File: src/rtl/rv32i_mem_arbiter.sv
// Shares one single-port memory between instruction fetch (IF) and load/store (DM).
// At most one transaction is outstanding. DM wins by default, and an aging counter lets IF through.
module rv32i_mem_arbiter #(
  parameter int BW_ADDR    = 32,
  parameter int BW_DATA    = 32,
  parameter int STARVE_MAX = 4
) (
  input  logic                 i_clk,
  input  logic                 i_rstn,
  input  logic                 i_if_req,
  input  logic [BW_ADDR-1:0]   i_if_addr,
  output logic                 o_if_gnt,
  output logic                 o_if_rvalid,
  output logic [BW_DATA-1:0]   o_if_rdata,
  input  logic                 i_dm_req,
  input  logic                 i_dm_we,
  input  logic [BW_ADDR-1:0]   i_dm_addr,
  input  logic [BW_DATA-1:0]   i_dm_wdata,
  input  logic [BW_DATA/8-1:0] i_dm_wstrb,
  output logic                 o_dm_gnt,
  output logic                 o_dm_rvalid,
  output logic [BW_DATA-1:0]   o_dm_rdata,
  output logic                 o_mem_req,
  output logic                 o_mem_we,
  output logic [BW_ADDR-1:0]   o_mem_addr,
  output logic [BW_DATA-1:0]   o_mem_wdata,
  output logic [BW_DATA/8-1:0] o_mem_wstrb,
  input  logic                 i_mem_gnt,
  input  logic                 i_mem_rvalid,
  input  logic [BW_DATA-1:0]   i_mem_rdata,
  output logic                 o_busy,
  output logic [1:0]           o_dbg_state
);

  localparam int BW_STRB = BW_DATA / 8;

  localparam logic [1:0] ST_IDLE = 2'd0;
  localparam logic [1:0] ST_REQ  = 2'd1;
  localparam logic [1:0] ST_RSP  = 2'd2;

  localparam logic OWN_IF = 1'b0;
  localparam logic OWN_DM = 1'b1;

  localparam logic [3:0] STARVE_LIM = 4'(STARVE_MAX);

  // Handshake: a requester raises req with its command stable and holds it until the
  // cycle its gnt is high; the memory accepts when i_mem_gnt meets o_mem_req, and the
  // single response (read data or write ack) is the one i_mem_rvalid seen in RSP.

  logic [1:0]         state_q, state_d;
  logic               owner_q, owner_d;
  logic [3:0]         starve_q, starve_d;
  logic               mem_req_q, mem_req_d;
  logic               mem_we_q, mem_we_d;
  logic [BW_ADDR-1:0] mem_addr_q, mem_addr_d;
  logic [BW_DATA-1:0] mem_wdata_q, mem_wdata_d;
  logic [BW_STRB-1:0] mem_wstrb_q, mem_wstrb_d;

  logic if_wins;
  logic mem_accept;
  logic rsp_done;

  // IF only overrides a competing DM request once it has lost STARVE_MAX times in a row.
  assign if_wins = i_if_req & (~i_dm_req | (starve_q == STARVE_LIM));

  always_comb begin
    state_d     = state_q;
    owner_d     = owner_q;
    starve_d    = starve_q;
    mem_req_d   = mem_req_q;
    mem_we_d    = mem_we_q;
    mem_addr_d  = mem_addr_q;
    mem_wdata_d = mem_wdata_q;
    mem_wstrb_d = mem_wstrb_q;

    case (state_q)
      ST_IDLE: begin
        if (i_if_req || i_dm_req) begin
          state_d   = ST_REQ;
          mem_req_d = 1'b1;
          if (if_wins) begin
            owner_d     = OWN_IF;
            mem_we_d    = 1'b0;
            mem_addr_d  = i_if_addr;
            mem_wdata_d = '0;
            mem_wstrb_d = '0;
            starve_d    = '0;
          end else begin
            owner_d     = OWN_DM;
            mem_we_d    = i_dm_we;
            mem_addr_d  = i_dm_addr;
            mem_wdata_d = i_dm_wdata;
            mem_wstrb_d = i_dm_wstrb;
            if (i_if_req && (starve_q < STARVE_LIM)) begin
              starve_d = starve_q + 4'd1;
            end
          end
        end
      end

      ST_REQ: begin
        if (i_mem_gnt) begin
          state_d   = ST_RSP;
          mem_req_d = 1'b0;
        end
      end

      ST_RSP: begin
        if (i_mem_rvalid) begin
          state_d = ST_IDLE;
        end
      end

      default: begin
        state_d   = ST_IDLE;
        mem_req_d = 1'b0;
      end
    endcase
  end

  always_ff @(posedge i_clk) begin
    if (!i_rstn) begin
      state_q     <= ST_IDLE;
      owner_q     <= OWN_IF;
      starve_q    <= '0;
      mem_req_q   <= 1'b0;
      mem_we_q    <= 1'b0;
      mem_addr_q  <= '0;
      mem_wdata_q <= '0;
      mem_wstrb_q <= '0;
    end else begin
      state_q     <= state_d;
      owner_q     <= owner_d;
      starve_q    <= starve_d;
      mem_req_q   <= mem_req_d;
      mem_we_q    <= mem_we_d;
      mem_addr_q  <= mem_addr_d;
      mem_wdata_q <= mem_wdata_d;
      mem_wstrb_q <= mem_wstrb_d;
    end
  end

  // Grants and responses are combinational so the requester sees them in the same cycle.
  assign mem_accept = i_mem_gnt & mem_req_q;
  assign rsp_done   = (state_q == ST_RSP) & i_mem_rvalid;

  assign o_if_gnt    = mem_accept & (owner_q == OWN_IF);
  assign o_dm_gnt    = mem_accept & (owner_q == OWN_DM);
  assign o_if_rvalid = rsp_done & (owner_q == OWN_IF);
  assign o_dm_rvalid = rsp_done & (owner_q == OWN_DM);
  assign o_if_rdata  = o_if_rvalid ? i_mem_rdata : '0;
  assign o_dm_rdata  = o_dm_rvalid ? i_mem_rdata : '0;

  assign o_mem_req   = mem_req_q;
  assign o_mem_we    = mem_we_q;
  assign o_mem_addr  = mem_addr_q;
  assign o_mem_wdata = mem_wdata_q;
  assign o_mem_wstrb = mem_wstrb_q;

  assign o_busy      = (state_q != ST_IDLE);
  assign o_dbg_state = state_q;

endmodule

File: config.mk
export PLATFORM = sky130hd
export DESIGN_NAME = rv32i_mem_arbiter
export DESIGN_NICKNAME = d
export VERILOG_FILES = /design/src/rtl/rv32i_mem_arbiter.sv
export SDC_FILE = /design/constraint.sdc
export NUM_CORES = 1
export LEC_CHECK = 0
export ABC_AREA = 1
export CAP_MARGIN = 0
export CORE_MARGIN = 3
export CORE_UTILIZATION = 34
export DETAILED_ROUTE_END_ITERATION = 16
export PLACE_DENSITY = 0.8
export SLEW_MARGIN = 30
export SYNTH_ARGS = -nofsm -noshare
export SYNTH_HDL_FRONTEND = slang
export SYNTH_SLANG_ARGS = --single-unit
export TNS_END_PERCENT = 50
File: constraint.sdc
create_clock -name i_clk -period 1.9 [get_ports i_clk]
set_input_delay 0.285 -clock i_clk [delete_from_list [all_inputs] [get_ports i_clk]]
set_output_delay 0.285 -clock i_clk [all_outputs]
set_load 0.03 [all_outputs]
==> flow_summary.ini <==
[synthesis]
yosys.area.top_type = dfxtp_1
avgSynthCellArea_sq_um = 6.151
seq_area_frac_synth = 0.4129
syn_inst = 607
netlist_area_sq_um = 3734
synth.top_cell.area_share = 0.4129
yosys-top-cells-area = dfxtp_1 (41%), nand2_1 (19%), nor2_1 (14%), inv_1 (8.0%), a21oi_1 (5.6%)
syn_nets = 748
yosys_warnings = 0
synth_cell_types = 21
yosys_register_bits = 77

[clocking]
root_buffer = clkbuf_8
htreeDepth = 3
cts-buffers-inserted = 9
cts_tree = done
clockBufferDepth = 2
clk_pin_slew_ns = 0.09
insertion_delay_ns = 0.36
cts.sinks = 77

[final_layout]
final_area_sq_um = 7310
final_cell_mix = clkdlybuf4s50_1 (209), nand2_1 (185), inv_1 (76), dfxtp_1 (76), nor2_1 (71)
layout.nets = 1028
final_common_cell = clkdlybuf4s50_1
stdcell_count = 1028
drive_gt1_frac = 0.2063
antennaDiodeCount = 0
n_fill_cell = 823
syn2layout_area_growth_pct = 95.78

[die]
die_w_microns = 110.8
io_pins = 280
core.rowCount = 37
fp.dieH_microns = 110.8
die_area_sq_um = 12270
coreArea_sq_um = 10510
start_util = 0.3553

[critical_path]
crit_path_end_kind = output pin
worstPathRequired_ns = 1.62
cp_max_fo = 11
start_kind = flip-flop
criticalPathCategory = flip-flop to output pin
worstPathArrival_ns = 1.63

[placement]
dp_cells = 1002
placed_area_sq_um = 6753
gp_congestion = 1.031
portBuffers = 279
dp_slack_ns = 0.001926
place_hpwl_microns = 11680

[global_routing]
grt_overflow = 0
grt.total_usage = 0.2375
grt_max_degree = 57
grt_pass1_wl_microns = 23590
grt_pass1_vias = 4482
antenna_found_initial = 0

[sta]
slew_viol_final = 0
worstMarginPinSlew_ns = 0.3873
slew_headroom = 0.7410
rsz0062_at_grt = yes
tns_ns = -0.01248
fin_crit_sh = 1.007
setup_slack_ns = -0.01248
finalCriticalPeriod_ns = 1.912
final-setup-viol-count = 1
hold_violations = 0
fmax_mhz = 522.9
skew_ns = 0.009122

[routing]
drt-total-wl_microns = 15680
vias = 4810
drt_iter0_markers = 295
antenna_left = 0
viasPerCell = 4.679
avgRoutedWirePerCell_microns = 15.26
drc = 0
first_pass_iters = 6

[outcome]
status = finished, violations left
violations = setup timing

[power_and_ir_drop]
power.density_nw_per_um2 = 698.8
ir_drop_v = 0.0004500
p_leak_nw = 3.419

[hold_path]
worstHoldPathType = flip-flop to flip-flop

[flow_run]
drv_cap = 0
report_power, final:
group / total (mW) / internal (mW) / switching, mW
Sequential: 1.87 / 1.78 / 0.0845
Combinational: 1.82 / 0.811 / 1.01
Clock: 1.42 / 0.762 / 0.660
sequential cells by signal, indices dropped and copies added (netlist names):
| name | cells |
|---|---|
| owner_q | 1 |
| o_mem_we | 1 |
| o_mem_wdata | 32 |
| o_mem_addr | 32 |
| starve_q | 4 |
| o_mem_req | 1 |
| o_dbg_state | 2 |
| o_mem_wstrb | 4 |
stage by stage:
step	hold slack (ns)	utilization	power, mW
2_1_floorplan	0.4026	-	2.846
6_report	0.4668	0.6956	5.108
3_5_place_dp	0.4555	0.6426	3.680
3_3_place_gp	0.4452	0.6426	3.644
5_1_grt	0.4722	0.6956	5.387
4_1_cts	0.4568	0.6800	5.135
layout make-up:
class                           instances  area [sq um]  share of cell area
Multi-Input combinational cell        413          1939              0.2653
Inverter                               82         315.3             0.04314
Sequential cell                        77          1543              0.2111
Clock buffer                            9         123.9             0.01695
Clock inverter                          7         105.1             0.01438
Timing Repair Buffer                  304          3113              0.4259
Tap cell                              136         170.2             0.02328
synthesized netlist by cell type:
master,instances
nor2_2,1
nor2_1,135
o21a_1,1
nand3_1,36
inv_1,80
dfxtp_1,77
ha_1,2
nor3_1,2
nand2_1,186
nor2_4,2
a21oi_1,42
inv_2,2
o21ai_0,1
xor2_1,1
clkbuf_1,11
buf_6,2
nand4_1,3
buf_4,2
a211oi_1,1
buf_1,1
buf_2,19
layer usage:
metal  global-route usage  wire (microns)
met5                    0               0
met4              0.09688             572
met2               0.4264            8128
met3              0.05186            1116
met1               0.2717            5865
worst paths after layout:
| kind | from | endpoint | slack [ns] | cells after the start |
|---|---|---|---|---|
| setup / recovery | o_dbg_state[1]$_SDFFE_PN0P_ | o_dm_rdata[7] | -0.01 | 8 |
| hold reg to reg | o_mem_wdata[1]$_SDFFE_PN0P_ | o_mem_wdata[1]$_SDFFE_PN0P_ | 0.47 | 2 |
| hold / removal | o_mem_wdata[1]$_SDFFE_PN0P_ | o_mem_wdata[1]$_SDFFE_PN0P_ | 0.47 | 2 |
| setup reg to reg | starve_q[0]$_SDFFE_PN0P_ | o_mem_we$_SDFFE_PN0P_ | 0.22 | 10 |
logic make-up after synthesis:
kind of cell / synth area share
flops: 0.4129
fa+ha+maj: 0.006701
compound gates: 0.06166
buf+inv: 0.1300
simple gates: 0.3864
xor+xnor: 0.002346
worst max-delay path: stages (launching register included):
cell	delay [ns]
dfxtp_2	0.34
inv_2	0.05
nor2_4	0.11
nand2_4	0.08
nor2_4	0.14
inv_6	0.08
buf_12	0.16
nor2_2	0.13
buf_6	0.16
repair_timing:
action,CTS,global route
pin swaps,3,2
hold buffers,0,0
gates cloned,2,3
setup endpoints to repair,65,63
resized for setup,29,23
buffers inserted,3,2
hold endpoints to repair,0,0
No activity file was read; power rests on OpenSTA's default activity.
